**src/rtl/video_mono_filter_pkg.sv**
```systemverilog
// Shared types and constants for the video_mono_filter block: mode enum,
// luma weights, pixel widths, plus the tint mapping and dimming helpers.
package video_pkg;

  localparam int PIX_W      = 6;
  localparam int LUMA_ACC_W = 12;
  localparam int LUMA_WR    = 13;
  localparam int LUMA_WG    = 46;
  localparam int LUMA_WB    = 5;
  localparam int LUMA_SHIFT = 6;

  typedef enum logic [1:0] {
    MODE_COLOR = 2'b00,
    MODE_GREEN = 2'b01,
    MODE_AMBER = 2'b10,
    MODE_BW    = 2'b11
  } mode_e;

  typedef logic [PIX_W-1:0] pix_t;

  typedef struct packed {
    pix_t r;
    pix_t g;
    pix_t b;
  } rgb_t;

  typedef struct packed {
    logic hs;
    logic vs;
    logic hb;
    logic vb;
  } tim_t;

  function automatic rgb_t mono_map(
    input mode_e m,
    input rgb_t  raw,
    input pix_t  y
  );
    rgb_t o;
    o = raw;
    unique case (m)
      MODE_COLOR: o = raw;
      MODE_GREEN: o = '{r: '0, g: y, b: '0};
      MODE_AMBER: o = '{r: y, g: y >> 1, b: '0};
      MODE_BW:    o = '{r: y, g: y, b: y};
    endcase
    return o;
  endfunction

  // 75% intensity, used for dark scanlines.
  function automatic pix_t dim(input pix_t v);
    return v - (v >> 2);
  endfunction

endpackage

```
**src/rtl/video_mono_filter_if.sv**
```systemverilog
// Pixel/timing bundle between the video source and video_mono_filter.
// master: source side (drives *_in, mode_in, ce_pix); slave: the filter.
interface video_mono_filter_if;
  import video_pkg::*;

  logic       ce_pix;
  pix_t       r_in;
  pix_t       g_in;
  pix_t       b_in;
  logic       hsync_in;
  logic       vsync_in;
  logic       hblank_in;
  logic       vblank_in;
  logic [1:0] mode_in;

  pix_t       r_out;
  pix_t       g_out;
  pix_t       b_out;
  logic       hsync_out;
  logic       vsync_out;
  logic       hblank_out;
  logic       vblank_out;
  logic [1:0] mode_active;

  modport master (
    output ce_pix, r_in, g_in, b_in,
    output hsync_in, vsync_in, hblank_in, vblank_in,
    output mode_in,
    input  r_out, g_out, b_out,
    input  hsync_out, vsync_out, hblank_out, vblank_out,
    input  mode_active
  );

  modport slave (
    input  ce_pix, r_in, g_in, b_in,
    input  hsync_in, vsync_in, hblank_in, vblank_in,
    input  mode_in,
    output r_out, g_out, b_out,
    output hsync_out, vsync_out, hblank_out, vblank_out,
    output mode_active
  );

endinterface

```
**src/rtl/video_mono_filter_luma.sv**
```systemverilog
// video_luma: two-stage weighted RGB->Y (S1 products, S2 sum and shift).
// Ports: clk, reset (sync, high), ce_pix, r/g/b in; y out (2 enabled cycles).
module video_luma
  import video_pkg::*;
(
  input  logic clk,
  input  logic reset,
  input  logic ce_pix,
  input  pix_t r,
  input  pix_t g,
  input  pix_t b,
  output pix_t y
);

  logic [LUMA_ACC_W-1:0] pr;
  logic [LUMA_ACC_W-1:0] pg;
  logic [LUMA_ACC_W-1:0] pb;
  logic [LUMA_ACC_W-1:0] sum;

  // Weights sum to 64, so 63*64 fits in 12 bits with no carry out.
  assign sum = pr + pg + pb;

  always_ff @(posedge clk) begin
    if (reset) begin
      pr <= '0;
      pg <= '0;
      pb <= '0;
      y  <= '0;
    end else if (ce_pix) begin
      pr <= LUMA_ACC_W'(r) * LUMA_ACC_W'(LUMA_WR);
      pg <= LUMA_ACC_W'(g) * LUMA_ACC_W'(LUMA_WG);
      pb <= LUMA_ACC_W'(b) * LUMA_ACC_W'(LUMA_WB);
      y  <= PIX_W'(sum >> LUMA_SHIFT);
    end
  end

endmodule

```
**src/rtl/video_mono_filter.sv**
```systemverilog
// Monochrome tint filter: luma, mode mapping, 3-cycle aligned timing.
// Ports: clk, reset (sync, high), vif (slave). Macro VIDEO_MONO_SCANLINE_EN.
module video_mono_filter
  import video_pkg::*;
(
  input  logic                clk,
  input  logic                reset,
  video_mono_filter_if.slave  vif
);

  rgb_t  raw_s1;
  rgb_t  raw_s2;
  tim_t  tim_s1;
  tim_t  tim_s2;
  tim_t  tim_s3;
  pix_t  y_s2;
  rgb_t  map_s2;
  rgb_t  s3_d;
  rgb_t  out_q;
  mode_e mode_q;
  logic  vb_d;

  video_luma u_luma (
    .clk    (clk),
    .reset  (reset),
    .ce_pix (vif.ce_pix),
    .r      (vif.r_in),
    .g      (vif.g_in),
    .b      (vif.b_in),
    .y      (y_s2)
  );

`ifdef VIDEO_MONO_SCANLINE_EN
  logic par;
  logic par_s1;
  logic par_s2;
  logic hs_d;
  logic vs_d;

  // Each pixel carries the parity in force when it entered.
  always_ff @(posedge clk) begin
    if (reset) begin
      par    <= 1'b0;
      par_s1 <= 1'b0;
      par_s2 <= 1'b0;
      hs_d   <= 1'b0;
      vs_d   <= 1'b0;
    end else if (vif.ce_pix) begin
      hs_d   <= vif.hsync_in;
      vs_d   <= vif.vsync_in;
      par_s1 <= par;
      par_s2 <= par_s1;
      if (vif.vsync_in && !vs_d)
        par <= 1'b0;
      else if (vif.hsync_in && !hs_d)
        par <= ~par;
    end
  end
`endif

  always_comb begin
    map_s2 = mono_map(mode_q, raw_s2, y_s2);
    s3_d   = map_s2;
`ifdef VIDEO_MONO_SCANLINE_EN
    if (par_s2 && !tim_s2.hb && !tim_s2.vb) begin
      s3_d.r = dim(map_s2.r);
      s3_d.g = dim(map_s2.g);
      s3_d.b = dim(map_s2.b);
    end
`endif
  end

  always_ff @(posedge clk) begin
    if (reset) begin
      raw_s1 <= '0;
      raw_s2 <= '0;
      tim_s1 <= '0;
      tim_s2 <= '0;
      tim_s3 <= '0;
      out_q  <= '0;
      vb_d   <= 1'b0;
      mode_q <= MODE_COLOR;
    end else if (vif.ce_pix) begin
      raw_s1 <= '{r: vif.r_in, g: vif.g_in, b: vif.b_in};
      tim_s1 <= '{hs: vif.hsync_in, vs: vif.vsync_in,
                  hb: vif.hblank_in, vb: vif.vblank_in};
      raw_s2 <= raw_s1;
      tim_s2 <= tim_s1;
      tim_s3 <= tim_s2;
      out_q  <= s3_d;
      vb_d   <= vif.vblank_in;
      // Only a vblank rise swaps modes, so frames never mix tints.
      if (vif.vblank_in && !vb_d)
        mode_q <= mode_e'(vif.mode_in);
    end
  end

  assign vif.r_out       = out_q.r;
  assign vif.g_out       = out_q.g;
  assign vif.b_out       = out_q.b;
  assign vif.hsync_out   = tim_s3.hs;
  assign vif.vsync_out   = tim_s3.vs;
  assign vif.hblank_out  = tim_s3.hb;
  assign vif.vblank_out  = tim_s3.vb;
  assign vif.mode_active = mode_q;

endmodule

```
**src/flat_wrapper.sv**
```systemverilog
// flat-port wrapper written by rule: the top's interface ports become plain ports
module video_mono_filter_flat import video_pkg::*;
  (clk, reset, vif_ce_pix, vif_r_in, vif_g_in, vif_b_in, vif_hsync_in, vif_vsync_in, vif_hblank_in, vif_vblank_in, vif_mode_in, vif_r_out, vif_g_out, vif_b_out, vif_hsync_out, vif_vsync_out, vif_hblank_out, vif_vblank_out, vif_mode_active);
  video_mono_filter_if vif_i ();
  input  logic clk;
  input  logic reset;
  input wire logic [$bits(vif_i.ce_pix)-1:0] vif_ce_pix;
  input wire logic [$bits(vif_i.r_in)-1:0] vif_r_in;
  input wire logic [$bits(vif_i.g_in)-1:0] vif_g_in;
  input wire logic [$bits(vif_i.b_in)-1:0] vif_b_in;
  input wire logic [$bits(vif_i.hsync_in)-1:0] vif_hsync_in;
  input wire logic [$bits(vif_i.vsync_in)-1:0] vif_vsync_in;
  input wire logic [$bits(vif_i.hblank_in)-1:0] vif_hblank_in;
  input wire logic [$bits(vif_i.vblank_in)-1:0] vif_vblank_in;
  input wire logic [$bits(vif_i.mode_in)-1:0] vif_mode_in;
  output wire logic [$bits(vif_i.r_out)-1:0] vif_r_out;
  output wire logic [$bits(vif_i.g_out)-1:0] vif_g_out;
  output wire logic [$bits(vif_i.b_out)-1:0] vif_b_out;
  output wire logic [$bits(vif_i.hsync_out)-1:0] vif_hsync_out;
  output wire logic [$bits(vif_i.vsync_out)-1:0] vif_vsync_out;
  output wire logic [$bits(vif_i.hblank_out)-1:0] vif_hblank_out;
  output wire logic [$bits(vif_i.vblank_out)-1:0] vif_vblank_out;
  output wire logic [$bits(vif_i.mode_active)-1:0] vif_mode_active;
  assign vif_i.ce_pix = vif_ce_pix;
  assign vif_i.r_in = vif_r_in;
  assign vif_i.g_in = vif_g_in;
  assign vif_i.b_in = vif_b_in;
  assign vif_i.hsync_in = vif_hsync_in;
  assign vif_i.vsync_in = vif_vsync_in;
  assign vif_i.hblank_in = vif_hblank_in;
  assign vif_i.vblank_in = vif_vblank_in;
  assign vif_i.mode_in = vif_mode_in;
  assign vif_r_out = vif_i.r_out;
  assign vif_g_out = vif_i.g_out;
  assign vif_b_out = vif_i.b_out;
  assign vif_hsync_out = vif_i.hsync_out;
  assign vif_vsync_out = vif_i.vsync_out;
  assign vif_hblank_out = vif_i.hblank_out;
  assign vif_vblank_out = vif_i.vblank_out;
  assign vif_mode_active = vif_i.mode_active;
  video_mono_filter u_core (.clk(clk), .reset(reset), .vif(vif_i));
endmodule
```
**config.mk**
```make
export PLATFORM = sky130hd
export DESIGN_NAME = video_mono_filter_flat
export DESIGN_NICKNAME = d
export VERILOG_FILES = /design/src/rtl/video_mono_filter_pkg.sv /design/src/rtl/video_mono_filter_if.sv /design/src/rtl/video_mono_filter_luma.sv /design/src/rtl/video_mono_filter.sv /design/src/flat_wrapper.sv
export SDC_FILE = /design/constraint.sdc
export NUM_CORES = 1
export LEC_CHECK = 0
export BUFFER_PORTS_ARGS = -buffer_cell sky130_fd_sc_hd__buf_4
export CAP_MARGIN = 20
export CORE_ASPECT_RATIO = 0.6
export CORE_MARGIN = 2
export CORE_UTILIZATION = 60
export DETAILED_ROUTE_END_ITERATION = 6
export PLACE_DENSITY = 0.84
export SYNTH_ARGS = -nofsm -noshare
export SYNTH_HDL_FRONTEND = slang
export SYNTH_HIERARCHICAL = 1
export SYNTH_SLANG_ARGS = --single-unit
```
**constraint.sdc**
```tcl
create_clock -name clk -period 4.3 [get_ports clk]
set_input_delay 0.86 -clock clk [delete_from_list [all_inputs] [get_ports clk]]
set_output_delay 0.86 -clock clk [all_outputs]
set_load 0.01 [all_outputs]
```
; Word level (Yosys, flattened, before mapping)
; Cells that the tools add are included.
[totals]
ff_bits = 104
[classes]
n_addsub = 2
multipliers = 3
eq_ne = 3
n_mux = 1
reduce_logical = 4
[op_table]
columns = op, count
row1 = $pmux W18 S4, 1
row2 = $add A10 B12 Y12, 1
row3 = $add A12 B9 Y12, 1
row4 = $mul A6 B5 Y11 const B, 1
row5 = $mul A6 B4 Y10 const B, 1
row6 = $mul A6 B3 Y9 const B, 1
row7 = $eq A2 B2 Y1 const B, 2
row8 = $eq A2 B1 Y1 const B, 1
row9 = $logic_not A2 Y1, 1
row10 = $reduce_and A2 Y1, 1
row11 = $logic_and A1 B1 Y1, 1
row12 = $logic_not A1 Y1, 1

; Longest topological paths before layout
[depth]
ltp_word = 3
ltp_mapped = 12
mapped_depth_nobuf = 12

; Cells and area by module
; Netlist, hierarchy kept.
[modules_own_cells]
columns = mod, n_inst, cells_each, area_per_inst_um2, seq_area_each_um2
row1 = video_luma, 1, 313, 2994.1, 720.7
row2 = video_mono_filter, 1, 263, 2762.6, 1361.3

; Least setup slack after synthesis
; OpenSTA, ideal clock, no wires.
[synth_timing]
path_kind = in2reg
from = input port vif_g_in[1]
to = register u_core.u_luma.pg[11]
setup_time_ns = 0.086
t_arrival_ns = 3.276
required_ns = 4.214
slack_ns = 0.938
cell_stages = 11
n_path_buf = 0
path_cell_list = ha_1 -> inv_1 -> fa_1 -> fa_1 -> inv_1 -> ha_1 -> a21oi_2 -> a21oi_2 -> o41ai_2 -> xor2_1 -> a211oi_1
[synth_between]
elab_chain_cells = 1
[synth_lines]
columns = element, line_no
row1 = from (decl), flat_wrapper.sv:9  ; input wire logic [$bits(vif_i.g_in)-1:0] vif_g_in;
row2 = $mul A6 B5 Y11, video_mono_filter_luma.sv:31  ; pg <= LUMA_ACC_W'(g) * LUMA_ACC_W'(LUMA_WG);
row3 = to (signal assigned), video_mono_filter_luma.sv:31
row4 = to (decl), video_mono_filter_luma.sv:16  ; logic [LUMA_ACC_W-1:0] pg;
; Every way passes these cells.
; A chain may end at the register's enable or synchronous reset.

; Final worst setup path
[layout_timing]
from = input port vif_g_in[0]
to = register u_core.u_luma.pg[11]
; The elaborated chain is that of the path after synthesis.

==> results.txt <==
Post-synth cell types: 46
WS Path Type: in -> reg
Critical Path End Type: flop
Crit-path cells: buf_4, ha_1, ha_1, inv_1, fa_1, inv_1, ha_1, a21o_1, a21oi_2, a21oi_2, o41ai_2, xor2_1, a211oi_1
CTS H-tree depth: 3
Crit path required time: 4.55 ns
Hold path cells: 2
Most frequent cells in the layout: dfxtp_1, nor2_1, mux2i_1, ha_1, buf_4
DIE WIDTH: 130 µm
Setup bufs post-CTS: 0
Final-report max-slew violation count: 0
Mapped Cells: 576
TNS Setup: 0 ns
Worst VDD drop: 0.000227 V
Routed length per instance: 16.3 µm
Crit path max-delay family: adder cells
Max clock buf depth: 2
Drt total wl: 12,200 µm
Reg-to-Reg End: u_core/u_luma/y[5]
Main synth FF type: dfxtp_1
Final worst-path cycle share: 80.3%
R2R Setup Slk: 1.90 ns
Sequential-to-total area share from yosys stat: 36.2%
CP Buf/Inv Count: 3
Status: completed
Startpoint types: input port
CTS tree: yes
IO Port Bufs: 50
Core area: 0.00926 mm²
Hold Violations, Final: 0
Most frequent CP cell: ha_1
Mean Syn Cell Area: 9.99 µm²
Antenna Nets Post-Route: 0
Hold Path Class: reg -> reg
Root buf cell: clkbuf_16
Mapped Area: 0.00576 mm²
HP Start: u_core/vif.g_out[5]
Worst R2R Path Depth: 8
Die height: 79.9 µm
Crit-path slowest cell: fa_1
Cell type with the largest total area after synthesis: dfxtp_1
Number of global-route vias before repair: 4,052
Fmax: 290 MHz
First-pass GRT wire length: 19,800 µm
Clock Skews: 0.00786 ns
Layout cells sized above 1: 15.1%
Placer Congestion: 0.880
GR Util All Layers: 24.7%
Via Count: 4,219
HPWL after DPL: 9100 µm
Inserted Diodes: 0
Slew headroom: 36.6%
Post-DR vias/cell: 5.66
Commonest non-fill, non-tap cell in the layout: dfxtp_1
Max cap viols: 0
DR DRC count: 0
Crit-path max FO: 4
Power per Cell Area: 399 mW/mm²
Clock Pin Slew Worst Setup and Hold Paths: 0.07 ns
Min cycle time layout: 3.45 ns
Unrepaired setup endpoints after global routing: false
FFs w/ async S/R, synth: 0%
TritonRoute pass-1 iters: 4
Iter 0 DRT Violations: 311
Area growth, synth to finish: 11.5%
Clock sink count: 104
Worst-Skew Late Latency: 0.35 ns
Num CTS Buffers: 9
Hold WS: 0.489 ns
Starting density of the core: 62.2%
Critical Path Max Stage Delay: 0.51 ns
Synth Register Bits: 104
Hold buffer count at cts: 0
Synth Warn #: 6
Most area-consuming cells after synthesis: dfxtp_1, ha_1, mux2i_1
Area share of the largest cell type after synthesis: 36.2%
Initial antenna violation count: 0
Arrival time at the worst endpoint: 3.70 ns
# resized after CTS: 0
LEAKAGE: 2.93 nW
Full die area: 0.0104 mm²
RR Startpoint: u_core/u_luma/pg[2]
Pin count of the biggest net entering global routing: 73
Worst slew pin tran: 0.951 ns
Number of synthesized flops with an enable pin: 0
Final #Nets: 711
Gr ovfl total: 0
Syn nets: 677
Final setup viols: 0
Hold EP: u_core/vif.g_out[5]
Num rows: 27
IO Count: 51
how the worst max path moves through the flow:
| stage | start | end | depth (start not counted) |
|---|---|---|---|
| after floorplan | vif_g_in[1] | u_core/u_luma/pg[11] | 11 |
| after global placement | vif_g_in[3] | u_core/u_luma/pg[11] | 12 |
| after detailed placement | vif_g_in[0] | u_core/u_luma/pg[11] | 13 |
| after CTS | vif_g_in[0] | u_core/u_luma/pg[11] | 13 |
| after global routing | vif_g_in[0] | u_core/u_luma/pg[11] | 13 |
| final | vif_g_in[0] | u_core/u_luma/pg[11] | 13 |
sequential cells by signal, summed over array words and instances (netlist names):
signal,cells
u_core/vb_d,1
u_core/vif.b_out,6
u_core/vif.mode_active,2
u_core/vif.r_out,6
u_core/u_luma/pg,11
u_core/raw_s2,18
u_core/vif.vblank_out,1
u_core/vif.hblank_out,1
u_core/vif.vsync_out,1
u_core/u_luma/y,6
u_core/vif.hsync_out,1
u_core/raw_s1,18
u_core/tim_s1,3
u_core/u_luma/pr,10
u_core/vif.g_out,6
u_core/tim_s2,4
u_core/u_luma/pb,9
synth_stat cells, drive strengths merged (4+ instances only):
master	count
nor2	98
inv	32
o21ai	17
o32ai	8
a22oi	7
a21o	5
nand3	6
nor2b	10
and2b	4
nand2b	22
clkbuf	9
xnor2	11
ha	56
fa	18
dfxtp	104
mux2i	70
a21oi	11
nand2	13
a211oi	17
buf	23
a311oi	6
kinds of logic after synthesis:
logic type / synth area share (%)
xor+xnor: 2.13
buf+inv: 5.46
simple gates: 13.5
mux: 12.2
flops: 36.2
compound gates: 12.1
fa+ha+maj: 18.4
per-stage QoR:
step                instances  utilization [%]  total power (W)  instance area [µm²]  setup WS (ns)
finish                    745             69.4          0.00256                 6420          0.849
global route              745             69.4          0.00271                 6420          0.729
CTS                       745             69.4          0.00257                 6420          0.877
detailed placement        729             66.3          0.00179                 6140          0.561
global placement          729             66.3          0.00175                 6140          0.695
floorplan                 576                -          0.00161                 5760          0.938
metal layers:
| metal | share of wire (%) | wire length (µm) | up-vias | track usage, % |
|---|---|---|---|---|
| met5 | 0 | 0 | - | 0 |
| met2 | 46 | 5590 | 90 | 39.5 |
| met3 | 4.4 | 538 | 14 | 6.90 |
| met4 | 1.2 | 143 | 0 | 5.32 |
| met1 | 49 | 5910 | 2052 | 33.5 |
| li1 | - | - | 2063 | - |
where the power goes:
part / switching (W) / total, W / leakage (nW) / internal (W)
clock network: 0.000366 / 0.000782 / 0.138 / 0.000417
logic: 0.000353 / 0.000650 / 1.94 / 0.000296
registers: 0.0000866 / 0.00113 / 0.854 / 0.00104
total: 0.000805 / 0.00256 / 2.93 / 0.00176
final cells by class:
cell class,instances,area (µm²)
inverters,32,120
flip-flops and latches,104,2080
clock inverters,4,35.0
repair buffers,55,413
fillers,732,2840
clock buffers,12,246
well taps,130,163
multi-input cells,408,3360
tightest hold or removal path, delay by kind of cell, from the launching register on:
family	cells	cell delay (ns)
AND/OR/NAND/NOR	1	0.08
flip-flops	1	0.32
AO/OA/AOI/OAI	1	0.05
Note: power is estimated with default switching activity, not from simulation.
